--- src/rtl/uart_tx_arbiter_if.sv ---
// Producer/transmitter signal bundle for uart_tx_arbiter.
// slave = arbiter side, master = producers plus transmitter side.
interface uart_tx_arbiter_if;
  logic       i_req0_valid;
  logic [7:0] i_req0_data;
  logic       o_req0_ready;
  logic       i_req1_valid;
  logic [7:0] i_req1_data;
  logic       o_req1_ready;
  logic [7:0] o_tx_data;
  logic       o_tx_start;
  logic       o_busy;
  logic [1:0] o_grant;

  modport slave (
    input  i_req0_valid, i_req0_data,
    input  i_req1_valid, i_req1_data,
    output o_req0_ready, o_req1_ready,
    output o_tx_data, o_tx_start,
    output o_busy, o_grant
  );

  modport master (
    output i_req0_valid, i_req0_data,
    output i_req1_valid, i_req1_data,
    input  o_req0_ready, o_req1_ready,
    input  o_tx_data, o_tx_start,
    input  o_busy, o_grant
  );
endinterface

--- src/rtl/uart_tx_arbiter.sv ---
// Two-requester owner of the shared UART transmitter, frame-timed.
// Define UART_ARB_FIXED_PRIORITY_EN for fixed req0-first priority.
module uart_tx_arbiter #(
  parameter int CLKS_PER_BIT = 217,
  parameter int FRAME_BITS   = 10,
  parameter int GAP_CLKS     = 0
) (
  input logic              clk,
  input logic              i_reset,
  uart_tx_arbiter_if.slave bus
);
  localparam int FRAME_CLKS = CLKS_PER_BIT * FRAME_BITS;
  localparam int CW = $clog2(FRAME_CLKS + 1);
  localparam logic [CW-1:0] FRAME_LOAD = CW'(FRAME_CLKS - 1);
  localparam logic [CW-1:0] GAP_LOAD =
    CW'((GAP_CLKS > 0) ? GAP_CLKS - 1 : 0);
  localparam logic [CW-1:0] ONE = CW'(1);

  typedef enum logic [1:0] {
    IDLE, START, FRAME, GAP
  } state_t;

  state_t        state_q, state_d;
  logic [CW-1:0] cnt_q, cnt_d;
  logic          full0_q, full0_d;
  logic          full1_q, full1_d;
  logic [7:0]    slot0_q, slot0_d;
  logic [7:0]    slot1_q, slot1_d;
  logic [7:0]    data_q, data_d;
  logic [1:0]    grant_q, grant_d;
  logic          pick0, pick1;

`ifdef UART_ARB_FIXED_PRIORITY_EN
  always_comb begin
    pick0 = full0_q;
    pick1 = full1_q && !full0_q;
  end
`else
  logic last1_q, last1_d;

  // last1_q set means req1 owned the previous frame
  always_comb begin
    pick0 = full0_q && (!full1_q || last1_q);
    pick1 = full1_q && !pick0;
  end
`endif

  always_comb begin
    state_d = state_q;
    cnt_d   = cnt_q;
    full0_d = full0_q;
    full1_d = full1_q;
    slot0_d = slot0_q;
    slot1_d = slot1_q;
    data_d  = data_q;
    grant_d = grant_q;
`ifndef UART_ARB_FIXED_PRIORITY_EN
    last1_d = last1_q;
`endif
    if (bus.i_req0_valid && !full0_q) begin
      full0_d = 1'b1;
      slot0_d = bus.i_req0_data;
    end
    if (bus.i_req1_valid && !full1_q) begin
      full1_d = 1'b1;
      slot1_d = bus.i_req1_data;
    end
    unique case (state_q)
      IDLE: begin
        if (pick0 || pick1) begin
          state_d = START;
          grant_d = {pick1, pick0};
          data_d  = pick0 ? slot0_q : slot1_q;
          if (pick0) full0_d = 1'b0;
          else       full1_d = 1'b0;
`ifndef UART_ARB_FIXED_PRIORITY_EN
          last1_d = pick1;
`endif
        end
      end
      START: begin
        state_d = FRAME;
        cnt_d   = FRAME_LOAD;
      end
      FRAME: begin
        if (cnt_q == '0) begin
          if (GAP_CLKS > 0) begin
            state_d = GAP;
            cnt_d   = GAP_LOAD;
          end else begin
            state_d = IDLE;
            grant_d = '0;
          end
        end else begin
          cnt_d = cnt_q - ONE;
        end
      end
      GAP: begin
        if (cnt_q == '0) begin
          state_d = IDLE;
          grant_d = '0;
        end else begin
          cnt_d = cnt_q - ONE;
        end
      end
      default: state_d = IDLE;
    endcase
  end

  always_ff @(posedge clk or posedge i_reset) begin
    if (i_reset) begin
      state_q <= IDLE;
      cnt_q   <= '0;
      full0_q <= 1'b0;
      full1_q <= 1'b0;
      slot0_q <= '0;
      slot1_q <= '0;
      data_q  <= '0;
      grant_q <= '0;
`ifndef UART_ARB_FIXED_PRIORITY_EN
      last1_q <= 1'b1;
`endif
    end else begin
      state_q <= state_d;
      cnt_q   <= cnt_d;
      full0_q <= full0_d;
      full1_q <= full1_d;
      slot0_q <= slot0_d;
      slot1_q <= slot1_d;
      data_q  <= data_d;
      grant_q <= grant_d;
`ifndef UART_ARB_FIXED_PRIORITY_EN
      last1_q <= last1_d;
`endif
    end
  end

  assign bus.o_req0_ready = !full0_q;
  assign bus.o_req1_ready = !full1_q;
  assign bus.o_tx_data    = data_q;
  assign bus.o_tx_start   = (state_q == START);
  assign bus.o_busy       = (state_q != IDLE);
  assign bus.o_grant      = grant_q;
endmodule

--- src/flat_wrapper.sv ---
// flat-port wrapper written by rule: the top's interface ports become plain ports
module uart_tx_arbiter_flat 
#(
  parameter int CLKS_PER_BIT = 217,
  parameter int FRAME_BITS   = 10,
  parameter int GAP_CLKS     = 0
)
  (clk, i_reset, bus_i_req0_valid, bus_i_req0_data, bus_i_req1_valid, bus_i_req1_data, bus_o_req0_ready, bus_o_req1_ready, bus_o_tx_data, bus_o_tx_start, bus_o_busy, bus_o_grant);
  uart_tx_arbiter_if bus_i ();
  input logic clk;
  input logic i_reset;
  input wire logic [$bits(bus_i.i_req0_valid)-1:0] bus_i_req0_valid;
  input wire logic [$bits(bus_i.i_req0_data)-1:0] bus_i_req0_data;
  input wire logic [$bits(bus_i.i_req1_valid)-1:0] bus_i_req1_valid;
  input wire logic [$bits(bus_i.i_req1_data)-1:0] bus_i_req1_data;
  output wire logic [$bits(bus_i.o_req0_ready)-1:0] bus_o_req0_ready;
  output wire logic [$bits(bus_i.o_req1_ready)-1:0] bus_o_req1_ready;
  output wire logic [$bits(bus_i.o_tx_data)-1:0] bus_o_tx_data;
  output wire logic [$bits(bus_i.o_tx_start)-1:0] bus_o_tx_start;
  output wire logic [$bits(bus_i.o_busy)-1:0] bus_o_busy;
  output wire logic [$bits(bus_i.o_grant)-1:0] bus_o_grant;
  assign bus_i.i_req0_valid = bus_i_req0_valid;
  assign bus_i.i_req0_data = bus_i_req0_data;
  assign bus_i.i_req1_valid = bus_i_req1_valid;
  assign bus_i.i_req1_data = bus_i_req1_data;
  assign bus_o_req0_ready = bus_i.o_req0_ready;
  assign bus_o_req1_ready = bus_i.o_req1_ready;
  assign bus_o_tx_data = bus_i.o_tx_data;
  assign bus_o_tx_start = bus_i.o_tx_start;
  assign bus_o_busy = bus_i.o_busy;
  assign bus_o_grant = bus_i.o_grant;
  uart_tx_arbiter #(.CLKS_PER_BIT(CLKS_PER_BIT), .FRAME_BITS(FRAME_BITS), .GAP_CLKS(GAP_CLKS)) u_core (.clk(clk), .i_reset(i_reset), .bus(bus_i));
endmodule
--- config.mk ---
export PLATFORM = sky130hd
export DESIGN_NAME = uart_tx_arbiter_flat
export DESIGN_NICKNAME = d
export VERILOG_FILES = /design/src/rtl/uart_tx_arbiter_if.sv /design/src/rtl/uart_tx_arbiter.sv /design/src/flat_wrapper.sv
export SDC_FILE = /design/constraint.sdc
export NUM_CORES = 1
export LEC_CHECK = 0
export ABC_AREA = 1
export BUFFER_PORTS_ARGS = -buffer_cell sky130_fd_sc_hd__buf_2
export CAP_MARGIN = 20
export CORE_UTILIZATION = 50
export CTS_CLUSTER_SIZE = 24
export DETAILED_ROUTE_END_ITERATION = 8
export GPL_ROUTABILITY_DRIVEN = 1
export GPL_TIMING_DRIVEN = 0
export PLACE_DENSITY = 0.71
export SLEW_MARGIN = 10
export SYNTH_ARGS = -nofsm -noshare
export SYNTH_HDL_FRONTEND = slang
export SYNTH_SLANG_ARGS = --single-unit
--- constraint.sdc ---
create_clock -name clk -period 1.3 [get_ports clk]
set_input_delay 0.13 -clock clk [delete_from_list [all_inputs] [get_ports clk]]
set_output_delay 0.13 -clock clk [all_outputs]
set_load 0.02 [all_outputs]
==> impl_metrics.csv <==
group,metric,value,unit
run_status,status,"finished, violations left",
run_status,violations,"setup timing",
sta,tns,-1.43,ns
finish,post-route-util,0.734,
synth,synth_area,2060,um2
finish,fin_nets,311,
pwr,intPower,4200,uW
floorplan,num_io_pins,34,
pwr,p_leak,0.00139,uW
pwr,p_switching,2820,uW
sta,fin_worst_skew,0.00951,ns
floorplan,die_x,66.2,um
pwr,comb_power_share,0.477,
route,vias_per_cell,5.21,
synth,synth_largest_area_cell,"dfrtp_1",
floorplan,core.rowCount,22,
clock_tree,cts-root-buf,"clkbuf_8",
sta,slew_violations,0,
finish,final_cells,338,
clock_tree,clock_sinks,43,
clock_tree,cts_buffers,5,
route,first_pass_iters,4,
synth,synthTopCellsByCount,"nand2_1, dfrtp_1, inv_1, o21ai_0, nor2_1",
synth,ys_ff_latch,43,
place,place_ws,-0.127,ns
critical_path,r2r_slack,-0.13,ns
critical_path,endpoint,"u_core.cnt_q[4]",
critical_path,crit_path_start,"u_core.cnt_q[0]",
grt,grtUsageTotal,0.235,
hold_path,holdCritPathClass,"input port to flop",
grt,antenna_found_initial,0,
route,wirelength,4920,um
pwr,p_clk_frac,0.183,
synth,synth_top_area_frac,0.510,
synth,ys_types,28,
synth,synthArstFlopShare,1.00,
critical_path,start_kind,"flop",
place,post-dp-hpwl,2860,um
place,placedCellCount,310,
clock_tree,cts_max_level,2,
clock_tree,clock_latency,0.31,ns
grt,grt_max_degree,37,
synth,avgSynthCellArea,9.03,um2
sta,fin_crit_sh,1.10,
critical_path,cp.required,1.50,ns
clock_tree,cts_tree,"done",
sta,timing.slew.headroom,0.782,
synth,ys.flop_type,"dfrtp_1",
synth,synthCells,228,
critical_path,end_kind,"flop",
route,first_iter_violations,73,
critical_path,crit_fanout,8,
floorplan,core_area,3800,um2
synth,synth.most_common_cell,"nand2_1",
sta,setup_viol,16,
clock_tree,clk_pin_slew,0.09,ns
synth,synth.net_count,250,
sta,grt_setup_unrepaired,"true",
critical_path,crit_arrival,1.63,ns
route,num_vias,1760,
critical_path,worst-r2r-cell-count,9,
flow_run,cap_violations,0,
route,drc,0,
critical_path,r2r_start,"u_core.cnt_q[0]",
pwr,seq_power_share,0.340,
synth,synthTopCellsByArea,"dfrtp_1, nand2_1, o21ai_0",
sta,fmax,700,MHz
synth,synth_edf_count,0,
critical_path,r2r-end,"u_core.cnt_q[4]",
finish,drive_above_1_share,0.434,
sta,period_needed,1.43,ns
route,wire_per_inst,14.5,um
pwr,powerDensity,2520,nW/um2
grt,grt_pass1_wl,7400,um
sta,fin_ws,-0.129,ns
floorplan,initial_core_util,0.542,
finish,diodes,0,
synth,yosysWarnings,0,
pwr,vdd_ir_drop_max,1.75,mV
grt,grt_pass1_vias,1657,
pwr,p_sw_frac,0.402,
sta,hold_viol,0,
floorplan,design.die.area,4380,um2
finish,syn2layout_area_growth,35.4,%
clock_tree,clock_path_buffers,2,
place,numPortBuffers,33,
place,gp_congestion,0.834,
synth,ys_seq_area_frac,0.523,
sta,worstMarginPinSlew,0.327,ns
route,ant_nets,0,
floorplan,die_y,66.2,um
critical_path,path_class,"flop to flop",
grt,overflow,0,
how the worst min path moves through the flow:
stage / startpoint / to / slack [ns] / depth (start not counted)
global route: bus_i_req0_data[1] / u_core.slot0_q[1] / 0.04 / 2
global placement: bus_i_req1_valid / u_core.full1_q / 0.35 / 2
detailed placement: i_reset / u_core.cnt_q[8] / 0.06 / 2
CTS: bus_i_req1_valid / u_core.full1_q / 0.04 / 2
floorplan: bus_i_req1_valid / u_core.full1_q / 0.25 / 1
finish: bus_i_req0_data[6] / u_core.slot0_q[6] / 0.05 / 2
routing by layer:
| metal | global-route usage | up-vias | part of all wire |
|---|---|---|---|
| li1 | - | 856 | - |
| met4 | 0.114 | 0 | 0.040 |
| met5 | 0 | - | 0 |
| met2 | 0.408 | 51 | 0.52 |
| met1 | 0.263 | 836 | 0.39 |
| met3 | 0.0672 | 17 | 0.040 |
logic make-up after synthesis:
| logic type | after synthesis | synth area share |
|---|---|---|
| and+or+nand+nor | 99 | 0.218 |
| DFF | 43 | 0.523 |
| AOI/OAI and AO/OA | 40 | 0.118 |
| buffers and inverters | 32 | 0.0680 |
| muxes | 8 | 0.0437 |
| xor gates and xnor gates | 4 | 0.0170 |
| adders and majority gates | 2 | 0.0121 |
stage by stage:
| step | power, uW | hold WS [ns] | cell area (um2) |
|---|---|---|---|
| after floorplan | 4120 | 0.247 | 2060 |
| after global placement | 4660 | 0.352 | 2290 |
| after detailed placement | 4750 | 0.0559 | 2310 |
| after CTS | 6480 | 0.0367 | 2630 |
| after global routing | 7480 | 0.0414 | 2790 |
| final | 7030 | 0.0480 | 2790 |
timing repair:
item,in CTS,in global routing
resized for setup,29,25
hold buffers,1,0
buffers inserted,10,9
pin swaps,14,13
hold endpoints to repair,14,0
endpoints found under the setup margin,25,28
cloned,0,0
power groups by stage:
| stage | Clock, uW | Combinational [uW] | Sequential, uW |
|---|---|---|---|
| floorplan | 0 | 1660 | 2460 |
| global route | 1370 | 3660 | 2460 |
| CTS | 1310 | 2820 | 2350 |
| finish | 1290 | 3350 | 2390 |
| global placement | 0 | 2320 | 2340 |
| detailed placement | 0 | 2390 | 2370 |
placed cells by master, fill, tap and decap left out:
cell type and n:
a21oi_1 8, a21oi_2 1, a21oi_4 1, buf_12 2
buf_2 34, buf_4 18, buf_6 3, bufinv_16 2
clkbuf_8 5, dfrtp_1 40, dfrtp_2 2, dfstp_2 1
dlygate4sd3_1 1, ha_4 2, inv_1 20, inv_2 8
inv_8 1, mux2_2 8, nand2_1 40, nand2_2 9
nand2_4 3, nand2_8 2, nand3_1 13, nand3_2 2
nand3_4 1, nand4_1 2, nor2_1 11, nor2_2 4
nor2_4 10, nor3_1 1, o21a_1 1, o21ai_0 18
o21ai_1 4, o21ai_2 4, o21ai_4 1, o21bai_1 1
o22ai_2 1, or2_2 1, xnor2_1 1, xor2_1 3
final cells by class:
cell class                      count  area (um2)
Buffer                              4        35.0
Clock buffer                        5        68.8
Clock inverter                      3        71.3
Fill cell                         278        1010
Inverter                           28         105
Multi-Input combinational cell    153        1010
Sequential cell                    43        1080
Tap cell                           48        60.1
Timing Repair Buffer               54         354
flip-flops by register name, summed over array words and instances (netlist names):
name,flops
u_core.full0_q,1
u_core.bus.o_tx_data,8
u_core.cnt_q,12
u_core.full1_q,1
u_core.bus.o_grant,2
u_core.last1_q,1
u_core.slot1_q,8
u_core.state_q,2
u_core.slot0_q,8
critical path, cell delays in order (launching register included):
cell and delay, ns:
dfrtp_1 0.41, inv_2 0.13, ha_4 0.16, nand2_4 0.05, nor2_4 0.10, nand2_4 0.09, nand2_8 0.12, nand2_8 0.10
o21ai_2 0.08, o21ai_2 0.06
(Power assumes the default switching activity.)
